`src/rtl/bath_mode_ctrl_pkg.sv`:
```
// rtl/bath_mode_ctrl_pkg.sv - state codes, display constants and BCD helpers for the bath panel sequencer
package bath_mode_ctrl_pkg;

  typedef enum logic [2:0] {
    ST_OFF     = 3'd0,
    ST_WAKE    = 3'd1,
    ST_STANDBY = 3'd2,
    ST_RUN     = 3'd3,
    ST_HOLD    = 3'd4,
    ST_DONE    = 3'd5
  } state_t;

  localparam logic [3:0] BLANK      = 4'hF;
  localparam int         NUM_DIGITS = 8;

  function automatic logic [6:0] sat99(input logic [6:0] v);
    return (v > 7'd99) ? 7'd99 : v;
  endfunction

  function automatic logic [7:0] bin2bcd(input logic [6:0] v);
    logic [6:0] s;
    s = sat99(v);
    return {4'(s / 7'd10), 4'(s % 7'd10)};
  endfunction

  // Timer layout is {min tens, min ones, sec tens, sec ones}; only called on a non-zero value.
  function automatic logic [15:0] bcd_dec(input logic [15:0] t);
    logic [3:0] mt, mo, st, so;
    {mt, mo, st, so} = t;
    if (so != 4'd0) so = so - 4'd1;
    else begin
      so = 4'd9;
      if (st != 4'd0) st = st - 4'd1;
      else begin
        st = 4'd5;
        if (mo != 4'd0) mo = mo - 4'd1;
        else begin
          mo = 4'd9;
          mt = mt - 4'd1;
        end
      end
    end
    return {mt, mo, st, so};
  endfunction

endpackage

```
`src/rtl/bath_mode_ctrl_disp_scan.sv`:
```
// rtl/bath_mode_ctrl_disp_scan.sv - multiplexed scanner for the shared 8-digit seven-segment display
module bath_mode_ctrl_disp_scan
  import bath_mode_ctrl_pkg::*;
#(
  parameter int SCAN_DIV = 1024
) (
  input  logic        clk,
  input  logic        rst_n,
  input  logic [31:0] i_digits,
  input  logic [7:0]  i_mask,
  output logic [3:0]  o_digit,
  output logic [7:0]  o_tube
);

  localparam int DIV_W = (SCAN_DIV > 1) ? $clog2(SCAN_DIV) : 1;
  localparam int IDX_W = $clog2(NUM_DIGITS);

  logic [DIV_W-1:0] r_div;
  logic [IDX_W-1:0] r_idx;

  always_ff @(posedge clk) begin
    if (!rst_n) begin
      r_div <= '0;
      r_idx <= '0;
    end else if (r_div == DIV_W'(SCAN_DIV - 1)) begin
      r_div <= '0;
      r_idx <= r_idx + 1'b1;
    end else begin
      r_div <= r_div + 1'b1;
    end
  end

  // Digit and tube both follow r_idx directly so they can never skew.
  assign o_digit = i_digits[{r_idx, 2'b00} +: 4];
  assign o_tube  = i_mask[r_idx] ? ~(8'h01 << r_idx) : 8'hFF;

endmodule

```
`src/rtl/bath_mode_ctrl.sv`:
```
// rtl/bath_mode_ctrl.sv - bath heater/shower mode sequencer with thermostat and display arbitration
module bath_mode_ctrl
  import bath_mode_ctrl_pkg::*;
#(
  parameter int WAKE_TICKS = 8,
  parameter int DONE_TICKS = 6,
  parameter int RUN_MIN    = 10,
  parameter int HYST       = 2,
  parameter int SCAN_DIV   = 1024
) (
  input  logic       clk,
  input  logic       rst_n,
  input  logic       tick_2hz,
  input  logic       openit,
  input  logic       start_key,
  input  logic       stop_key,
  input  logic [6:0] temp_set,
  input  logic [6:0] temp_cur,
  output logic [2:0] mode,
  output logic       heat_en,
  output logic       water_en,
  output logic       done_beep,
  output logic [3:0] disp_digit,
  output logic [7:0] tube
);

  localparam logic [15:0] TIMER_LOAD = {bin2bcd(7'(RUN_MIN)), 8'h00};

  state_t      r_state, w_key_ns, w_ns;
  logic [7:0]  r_tcnt, w_tcnt;
  logic        r_blink, w_blink, r_half, w_half;
  logic        r_heat, w_heat, r_water, r_beep;
  logic [15:0] r_timer, w_timer;
  logic [6:0]  w_ts, w_tc;
  logic [31:0] w_digits;
  logic [7:0]  w_mask;

  assign w_ts = sat99(temp_set);
  assign w_tc = sat99(temp_cur);

  always_comb begin
    w_key_ns = r_state;
    if (!openit) w_key_ns = ST_OFF;
    else begin
      case (r_state)
        ST_OFF:     w_key_ns = ST_WAKE;
        ST_STANDBY: if (start_key && !stop_key) w_key_ns = ST_RUN;
        ST_RUN:     if (stop_key) w_key_ns = ST_HOLD;
        ST_HOLD:    if (stop_key) w_key_ns = ST_STANDBY;
                    else if (start_key) w_key_ns = ST_RUN;
        default:    ;
      endcase
    end
  end

  // A key-driven change lands first; a coincident tick is then applied to the new state.
  always_comb begin
    w_ns    = w_key_ns;
    w_tcnt  = r_tcnt;
    w_blink = r_blink;
    w_half  = r_half;
    w_timer = r_timer;
    if (w_key_ns != r_state) begin
      w_tcnt  = 8'd0;
      w_blink = 1'b1;
    end
    if (tick_2hz) begin
      case (w_key_ns)
        ST_WAKE: begin
          w_tcnt  = w_tcnt + 8'd1;
          w_blink = ~w_blink;
          if (w_tcnt >= 8'(WAKE_TICKS)) w_ns = ST_STANDBY;
        end
        ST_DONE: begin
          w_tcnt  = w_tcnt + 8'd1;
          w_blink = ~w_blink;
          if (w_tcnt >= 8'(DONE_TICKS)) w_ns = ST_STANDBY;
        end
        ST_RUN: begin
          if (w_half) begin
            if (w_timer != 16'd0) w_timer = bcd_dec(w_timer);
            if (w_timer == 16'd0) w_ns = ST_DONE;
          end
          w_half = ~w_half;
        end
        ST_HOLD: w_blink = ~w_blink;
        default: ;
      endcase
    end
    if (w_ns != w_key_ns) begin
      w_tcnt  = 8'd0;
      w_blink = 1'b1;
    end
    if (w_ns != ST_RUN && w_ns != ST_HOLD) begin
      w_half  = 1'b0;
      w_timer = TIMER_LOAD;
    end
  end

  always_comb begin
    w_heat = 1'b0;
    if (r_state == ST_RUN && w_ns == ST_RUN) begin
      if ({1'b0, w_tc} + 8'(HYST) <= {1'b0, w_ts}) w_heat = 1'b1;
      else if (w_tc >= w_ts)                       w_heat = 1'b0;
      else                                         w_heat = r_heat;
    end
  end

  always_ff @(posedge clk) begin
    if (!rst_n) begin
      r_state <= ST_OFF;
      r_tcnt  <= 8'd0;
      r_blink <= 1'b1;
      r_half  <= 1'b0;
      r_timer <= 16'd0;
      r_heat  <= 1'b0;
      r_water <= 1'b0;
      r_beep  <= 1'b0;
    end else begin
      r_state <= w_ns;
      r_tcnt  <= w_tcnt;
      r_blink <= w_blink;
      r_half  <= w_half;
      r_timer <= w_timer;
      r_heat  <= w_heat;
      r_water <= (w_ns == ST_RUN);
      r_beep  <= (w_ns == ST_DONE);
    end
  end

  always_comb begin
    w_digits = {NUM_DIGITS{BLANK}};
    w_mask   = 8'h00;
    case (r_state)
      ST_WAKE: begin
        w_digits = {NUM_DIGITS{4'd8}};
        w_mask   = r_blink ? 8'hFF : 8'h00;
      end
      ST_STANDBY: begin
        w_digits[7:0]   = bin2bcd(w_ts);
        w_digits[23:16] = bin2bcd(w_tc);
        w_mask          = 8'h33;
      end
      ST_RUN, ST_HOLD: begin
        w_digits[15:0]  = r_timer;
        w_digits[23:16] = bin2bcd(w_tc);
        w_mask          = (r_state == ST_RUN || r_blink) ? 8'h3F : 8'h30;
      end
      ST_DONE: begin
        w_digits[15:0] = 16'h0000;
        w_mask         = r_blink ? 8'h0F : 8'h00;
      end
      default: ;
    endcase
  end

  bath_mode_ctrl_disp_scan #(.SCAN_DIV(SCAN_DIV)) u_scan (
    .clk      (clk),
    .rst_n    (rst_n),
    .i_digits (w_digits),
    .i_mask   (w_mask),
    .o_digit  (disp_digit),
    .o_tube   (tube)
  );

  assign mode      = r_state;
  assign heat_en   = r_heat;
  assign water_en  = r_water;
  assign done_beep = r_beep;

endmodule

```
`config.mk`:
```
export PLATFORM = sky130hd
export DESIGN_NAME = bath_mode_ctrl
export DESIGN_NICKNAME = d
export VERILOG_FILES = /design/src/rtl/bath_mode_ctrl_pkg.sv /design/src/rtl/bath_mode_ctrl_disp_scan.sv /design/src/rtl/bath_mode_ctrl.sv
export SDC_FILE = /design/constraint.sdc
export NUM_CORES = 1
export LEC_CHECK = 0
export CORE_MARGIN = 2
export CORE_UTILIZATION = 46
export DETAILED_ROUTE_END_ITERATION = 10
export PLACE_DENSITY = 0.66
export SYNTH_ARGS = -nofsm -noshare
export SYNTH_HDL_FRONTEND = slang
export SYNTH_SLANG_ARGS = --single-unit
```
`constraint.sdc`:
```
create_clock -name clk -period 9.8 [get_ports clk]
set_input_delay 2.94 -clock clk [delete_from_list [all_inputs] [get_ports clk]]
set_output_delay 2.94 -clock clk [all_outputs]
set_load 0.005 [all_outputs]
```
# Word-level counts from Yosys, hierarchy flattened
# Cells that the tools add are included.
# classes
addsub	8
div	4
magnitude_cmp	9
n_eq_ne	16
shifts	2
muxes	52
n_bitwise	4
reduce_logical	26
# op_table
op	n
$mux W16	4
$pmux W8 S4	2
$mux W13	4
$mux W4	11
$mux W8	5
$mux W7	5
$shiftx A32 B6 Y4	1
$mux W3	10
$gt A7 B7 Y1 const B	4
$pmux W8 S3	1
$logic_not A16 Y1	1
$pmux W8 S2	1
$reduce_bool A16 Y1	1
$sub A4 B1 Y4 const B	4
$eq A3 B3 Y1 const B	5
$div A7 B4 Y7 const B	2
$mod A7 B4 Y7 const B	2
$eq A3 B2 Y1 const B	4
$pmux W3 S4	1
$reduce_bool A4 Y1	3
$add A10 B1 Y10 const B	1
$eq A10 B10 Y1 const B	1
$reduce_or A2 Y1	5
$pmux W3 S3	1
other kinds (25)	42
# word_totals
register_bits	45
inputBits	20
word_cells	132

# Logic depth before layout (Yosys ltp)
# Gate-level depths: netlist (run 1).
# logic_depth
depth_word	17
depth_mapped	21

# Hierarchy
# From an unflattened synthesis (run 1), not the netlist that was laid out.
# hier_totals
cells_unflattened	614
hier_area_um2	4789.6
# modules_own_cells
mod	instances	cells_per_inst	area_each_um2	seq_area_each_um2
bath_mode_ctrl	1	509	3822.4	640.6
bath_mode_ctrl_disp_scan	1	105	967.2	260.2

# Worst setup path after synthesis (run 1)
# No wires, ideal clock.
# synth_timing
path_kind	input port to output port
startpoint	in temp_cur[4]
endpoint	out disp_digit[1]
arrival_time_ns	6.541
required_ns	6.860
path_slack_ns	0.319
stages	21
path_buffers	4
path_cell_list	buf_2 buf_1 and2_1 ha_1 buf_2 and4b_4 nor3_4 inv_2 ha_1 clkbuf_1 nand2b_1 a211oi_1 nor4_1 nor4_1 nor2_1 ha_1 o31ai_1 a21oi_2 xnor2_1 a2111o_1 o221ai_1
# synth_via
elab_chain_len	7
elab_cells_between_ends	8
cone_classes	div: 2; order compare: 2; shift: 1; mux: 3
# synth_rtl
item	line_no	rtl
from (decl)	bath_mode_ctrl.sv:18	input logic [6:0] temp_cur,
$gt A7 B7 Y1	bath_mode_ctrl_pkg.sv:17	return (v > 7'd99) ? 7'd99 : v;
$mux W7 *	bath_mode_ctrl_pkg.sv:17	
$gt A7 B7 Y1	bath_mode_ctrl_pkg.sv:17	
$mux W7 *	bath_mode_ctrl_pkg.sv:17	
$mod A7 B4 Y7 / $div A7 B4 Y7 (equally long branches)	bath_mode_ctrl_pkg.sv:23	return {4'(s / 7'd10), 4'(s % 7'd10)};
$pmux W8 S2 *	bath_mode_ctrl.sv:134	case (r_state)
$shiftx A32 B6 Y4 *	bath_mode_ctrl_disp_scan.sv:34	assign o_digit = i_digits[{r_idx, 2'b00} +: 4];
to (decl)	bath_mode_ctrl.sv:23	output logic [3:0] disp_digit,
# Mark *: on every way between the ends. The rest lies on a longest branch, timed or not.

# Worst setup path in the final report (run 1)
# layout_timing
startpoint	in temp_cur[5]
endpoint	out disp_digit[1]
# The elaborated chain is that of the path after synthesis.

==> results of run 1 <==
## layout by cell type (no fill, tap or decap), types with 5 or more instances in the layout
| cell | instances |
|---|---|
| sky130_fd_sc_hd__a21oi_1 | 38 |
| sky130_fd_sc_hd__xor2_1 | 11 |
| sky130_fd_sc_hd__dfxtp_1 | 45 |
| sky130_fd_sc_hd__mux2_2 | 5 |
| sky130_fd_sc_hd__inv_1 | 27 |
| sky130_fd_sc_hd__and2_1 | 8 |
| sky130_fd_sc_hd__nand2_1 | 44 |
| sky130_fd_sc_hd__o21ai_0 | 17 |
| sky130_fd_sc_hd__ha_1 | 28 |
| sky130_fd_sc_hd__clkbuf_8 | 5 |
| sky130_fd_sc_hd__or3_1 | 7 |
| sky130_fd_sc_hd__nor2b_1 | 11 |
| sky130_fd_sc_hd__nand3_1 | 14 |
| sky130_fd_sc_hd__nand4_1 | 11 |
| sky130_fd_sc_hd__buf_4 | 57 |
| sky130_fd_sc_hd__mux2i_1 | 9 |
| sky130_fd_sc_hd__nand2b_1 | 18 |
| sky130_fd_sc_hd__nor3_1 | 13 |
| sky130_fd_sc_hd__clkdlybuf4s50_1 | 33 |
| sky130_fd_sc_hd__o211ai_1 | 6 |
| sky130_fd_sc_hd__and3_1 | 5 |
| sky130_fd_sc_hd__xnor2_1 | 22 |
| sky130_fd_sc_hd__nor2_1 | 86 |
| sky130_fd_sc_hd__a211oi_1 | 6 |
| sky130_fd_sc_hd__o22ai_1 | 5 |
| sky130_fd_sc_hd__a21o_1 | 8 |
## power by group
part	internal [W]	switching [W]	total, W
clock network	0.0000764	0.0000696	0.000146
logic	0.0000869	0.0000853	0.000172
registers	0.000185	0.00000272	0.000187
total	0.000348	0.000158	0.000506
## what timing repair did
action | 4_1_cts | 5_1_grt
resized for setup | 21 | 7
hold endpoints to repair | 0 | 0
buffers inserted | 7 | 3
setup endpoints to repair | 4 | 4
pin swaps | 9 | 8
## metrics by stage
step           util [%]  instance area (µm²)  hold slack [ns]  setup WS, ns
5_1_grt            59.1                 5510            0.515        -0.180
2_1_floorplan         -                 4480            0.430         0.319
6_report           59.1                 5510            0.479        0.0798
3_3_place_gp       56.0                 5220            0.446        -0.235
4_1_cts            58.8                 5480            0.484     0.0000426
3_5_place_dp       56.0                 5220            0.463        -0.329
## routing by layer
layer	share of wire, %	wire, µm	vias to the layer above
li1	-	-	2328
met1	47	5600	2157
met2	48	5760	118
met3	3.9	473	20
met4	1.4	170	0
met5	0	0	-
## flip-flops by register name (all words and copies together), names as in the netlist
| register | count |
|---|---|
| done_beep | 1 |
| r_timer | 16 |
| u_scan.r_idx | 3 |
| r_blink | 1 |
| mode | 3 |
| heat_en | 1 |
| r_tcnt | 8 |
| u_scan.r_div | 10 |
| r_half | 1 |
| water_en | 1 |
## worst reg2reg max path: stages (launching register included)
cell and delay [ns]:
sky130_fd_sc_hd__dfxtp_1 0.80, sky130_fd_sc_hd__a21boi_0 0.19, sky130_fd_sc_hd__a31oi_1 0.29, sky130_fd_sc_hd__a21boi_0 0.20, sky130_fd_sc_hd__o21ai_0 0.36, sky130_fd_sc_hd__inv_1 0.11, sky130_fd_sc_hd__ha_1 0.26, sky130_fd_sc_hd__a311oi_1 0.29
sky130_fd_sc_hd__a31oi_1 0.06, sky130_fd_sc_hd__a2111oi_0 0.70, sky130_fd_sc_hd__a2111oi_0 0.16, sky130_fd_sc_hd__a41o_1 0.27, sky130_fd_sc_hd__a211o_1 0.26, sky130_fd_sc_hd__and2_1 0.21, sky130_fd_sc_hd__a22oi_4 0.40, sky130_fd_sc_hd__nor2_1 0.10
## worst max-delay path by stage
| stage | start | endpoint |
|---|---|---|
| final | temp_cur[5] | disp_digit[1] |
| after global routing | temp_set[5] | disp_digit[1] |
| after CTS | temp_cur[5] | disp_digit[2] |
| after detailed placement | temp_cur[5] | disp_digit[1] |
| after global placement | temp_cur[5] | disp_digit[1] |
| after floorplan | temp_cur[4] | disp_digit[1] |
## layout make-up
type | count | area share [%]
Inverter | 31 | 2.11
Sequential cell | 45 | 16.3
Timing Repair Buffer | 94 | 14.3
Clock inverter | 3 | 0.840
Clock buffer | 5 | 1.25
Multi-Input combinational cell | 494 | 62.3
Tap cell | 129 | 2.93
## logic make-up after synthesis
family | after synthesis | share of synthesized area, %
xor gates and xnor gates | 33 | 6.46
adders and majority gates | 32 | 8.95
muxes | 14 | 3.27
buffers and inverters | 60 | 5.70
AOI/OAI and AO/OA | 156 | 25.1
DFF | 45 | 20.1
and+or+nand+nor | 259 | 30.4
==> results by stage, run 1 <==
Outcome:
- The flow ran to the end, and the final reports show no timing, DRC or antenna violations.

GRT:
- The layer carrying the most global-route usage is met2.
- The number of global-route vias before repair came to 4347.
- The total congestion overflow after global routing is 0.
- The first-pass GRT wire length is between 15000 and 20000 µm.
- For met3 alone, demand over resource in global routing was between 2 and 3%.
- The global-route total usage across every layer is between 20% and 30%.
- The pin count of the biggest net entering global routing is 22.
- The initial antenna violation count is 0.
- The met2 track utilization from global routing is 38.9%.
- For met1 alone, demand over resource in global routing was 31.4%.

Critical path:
- The slowest stage cell on the critical path is sky130_fd_sc_hd__clkdlybuf4s50_1.
- The arrival time of the worst setup path is 6.78 ns.
- In this run the critical register-to-register path is launched from mode[1].
- The type of the setup path with the least slack is in -> out.
- The destination of the worst register-to-register timing path is r_timer[2].
- STA classifies the critical path endpoint as an output port.
- The critical path contains buffers and inverters numbering 4 combined.
- The cell repeated most along the worst path is sky130_fd_sc_hd__ha_4.
- The kind of start point of the critical path is an input port.
- The number of cells on the worst reg-to-reg path is 15.
- The register-to-register setup slack is 5.04 ns.
- The critical path goes through clkdlybuf4s50_1 > nand2_1 > and2_1 > ha_4 > and4b_4 > nor3_4 > inv_2 > ha_4 > buf_4 > and4_1 > o31ai_2 > a31oi_2 > nor2_1 > ha_2 > o31ai_4 > a21oi_2 > xnor2_1 > a2111o_1 > o221ai_1 > dlygate4sd2_1.
- The data required time of the critical path is approximately 7 ns.
- The instance count on the critical path is 20.
- In this design, the largest share of critical-path delay is due to compound AO/OA/AOI/OAI gates.
- Of all nets on the critical path, the largest fanout is 6.
- For this run, the slowest stage of the critical path takes 0.47 ns.

STA:
- Counting I/O delays and the setup requirement, the final critical path takes just under 10 ns.
- Setup repair after global routing could not meet its margin everywhere.
- The number of hold violations in the final report is 0.
- Setup total negative slack on the finished layout was measured at 0 ns.
- The worst slew margin relative to its limit is 46.1%.
- The highest achievable clock rate is 103 MHz.
- The worst path uses 99.2% of the clock period.
- The number of setup violations in the final report is 0.
- Clock skew on the completed layout was measured at 0.00747 ns.
- At the pin with the least slew margin, the transition time is 0.789 ns.
- The max-slew violation total from the final report is 0.

Min path:
- The startpoint identified for the worst hold timing path is u_scan.r_div[0].
- The number of cells on the worst hold path is 1.
- The class of the worst hold path is reg -> reg.
- The hold path endpoint is u_scan.r_div[0].

Drt:
- The final wirelength is roughly 12000 µm.
- For this run, the detailed router's first-pass iteration total came to 5.
- Using the TritonRoute via totals, the vias-per-cell ratio works out to 5.77.
- The vias after detailed routing is 4623.
- The average detailed-routed wire length per instance is 15.0 µm.
- In this run, the number of DRC markers left after iteration 0 of detailed routing was 340.
- The remaining antenna violation count is 0.
- For this run, design rule violations remaining after detail routing come to 0.

Finish:
- Cells with a size suffix above 1 make up 17.1% of the layout.
- The area growth from synthesis to layout is 23.1%.
- In the final layout, flip-flops and latches occupy approximately 900 µm².
- The layout net count is about 720.
- Excluding fillers, the count of instances in the completed layout stands at 801.
- The combined area of the multi-input logic cells is approximately 0.0034 mm².
- The repair_antennas step left the layout with diodes totalling 0.
- The filler cell count is 893.

Clock network:
- The number of buffers inserted during clock tree synthesis is 5.
- The clock reaches the later pin of the worst-skew pair after 0.31 ns.
- Counting along the longest clock path gives a buffer depth of 2.
- The count of clock tree sinks is 45.
- After clock tree synthesis, the flow added hold-fix buffers numbering 0.
- After clock tree synthesis, the clock-pin slew on the worst setup and hold paths is 0.09 ns.
- The root buffer cell is sky130_fd_sc_hd__clkbuf_8.
- The count of H-tree levels built during CTS is 2.
- TritonCTS built the clock tree.

Yosys:
- When the netlist entered floorplanning its net count stood at 651.
- Among all flip-flop cells after synthesis, the most frequent one is sky130_fd_sc_hd__dfxtp_1.
- Yosys instantiated no cell more often than sky130_fd_sc_hd__nor2_1.
- In this run the cell area of the synthesized design comes to 0.00448 mm².
- During synthesis, Yosys emitted a total of 0 warnings.
- The number of storage elements in the synthesis netlist is 45.
- The proportion of netlist area held by the largest area contributor is 20.1%.
- The synthesized design spends more area on one cell type than any other, namely sky130_fd_sc_hd__dfxtp_1.
- In the synthesized netlist the async set-or-reset flop fraction comes to 0%.
- After synthesis, the cell types taking the most area are sky130_fd_sc_hd__dfxtp_1 20%, sky130_fd_sc_hd__ha_1 8.9%, sky130_fd_sc_hd__nor2_1 7.2%.
- After synthesis, the most frequently instantiated cells are 86 x sky130_fd_sc_hd__nor2_1, 45 x sky130_fd_sc_hd__dfxtp_1, 44 x sky130_fd_sc_hd__nand2_1.
- The number of different library cells in the post-synthesis netlist is 87.
- Synthesis produced 599 cells.
- The average instance in the mapped netlist occupies between 7 and 8 µm².
- The part of the Yosys area used for sequential elements is 20.1%.
- The synthesized design contains 0 enable-type register cells.

Floorplan:
- The initial cell density of the core is a little under half.
- Pin placement for this block handled 38 I/O pins.
- From bottom edge to top edge, the die measures 103 µm.
- The die width is 103 µm.
- The overall die area is 0.0105 mm².
- The area of the core is 0.00933 mm².
- The number of placement rows is 35.

Power and ir drop:
- The final total power is slightly above 0.0005 W.
- The largest voltage drop on the vdd net is 71.4 µV.
- The total power divided by cell area is 91.7 mW/mm².
- For this design the static power due to leakage is 2.20 nW.

Job:
- Across the run, the number of max-cap violations was 0.

Placed design:
- The congestion estimate from routability-driven global placement came to 0.993.
- The HPWL after detailed placement is about 9100 µm.
- During placement, the flow inserted port buffers numbering 37.
- Once placement completed, the tool counted placed cells totaling 783.
(Power assumes the default switching activity.)
==> run 2, diff against run 1 <==
- CTS_CLUSTER_DIAMETER: not set -> 150
==> results of run 2 <==
Same layout as run 1: the final DEF is identical, and so are final timing and power.
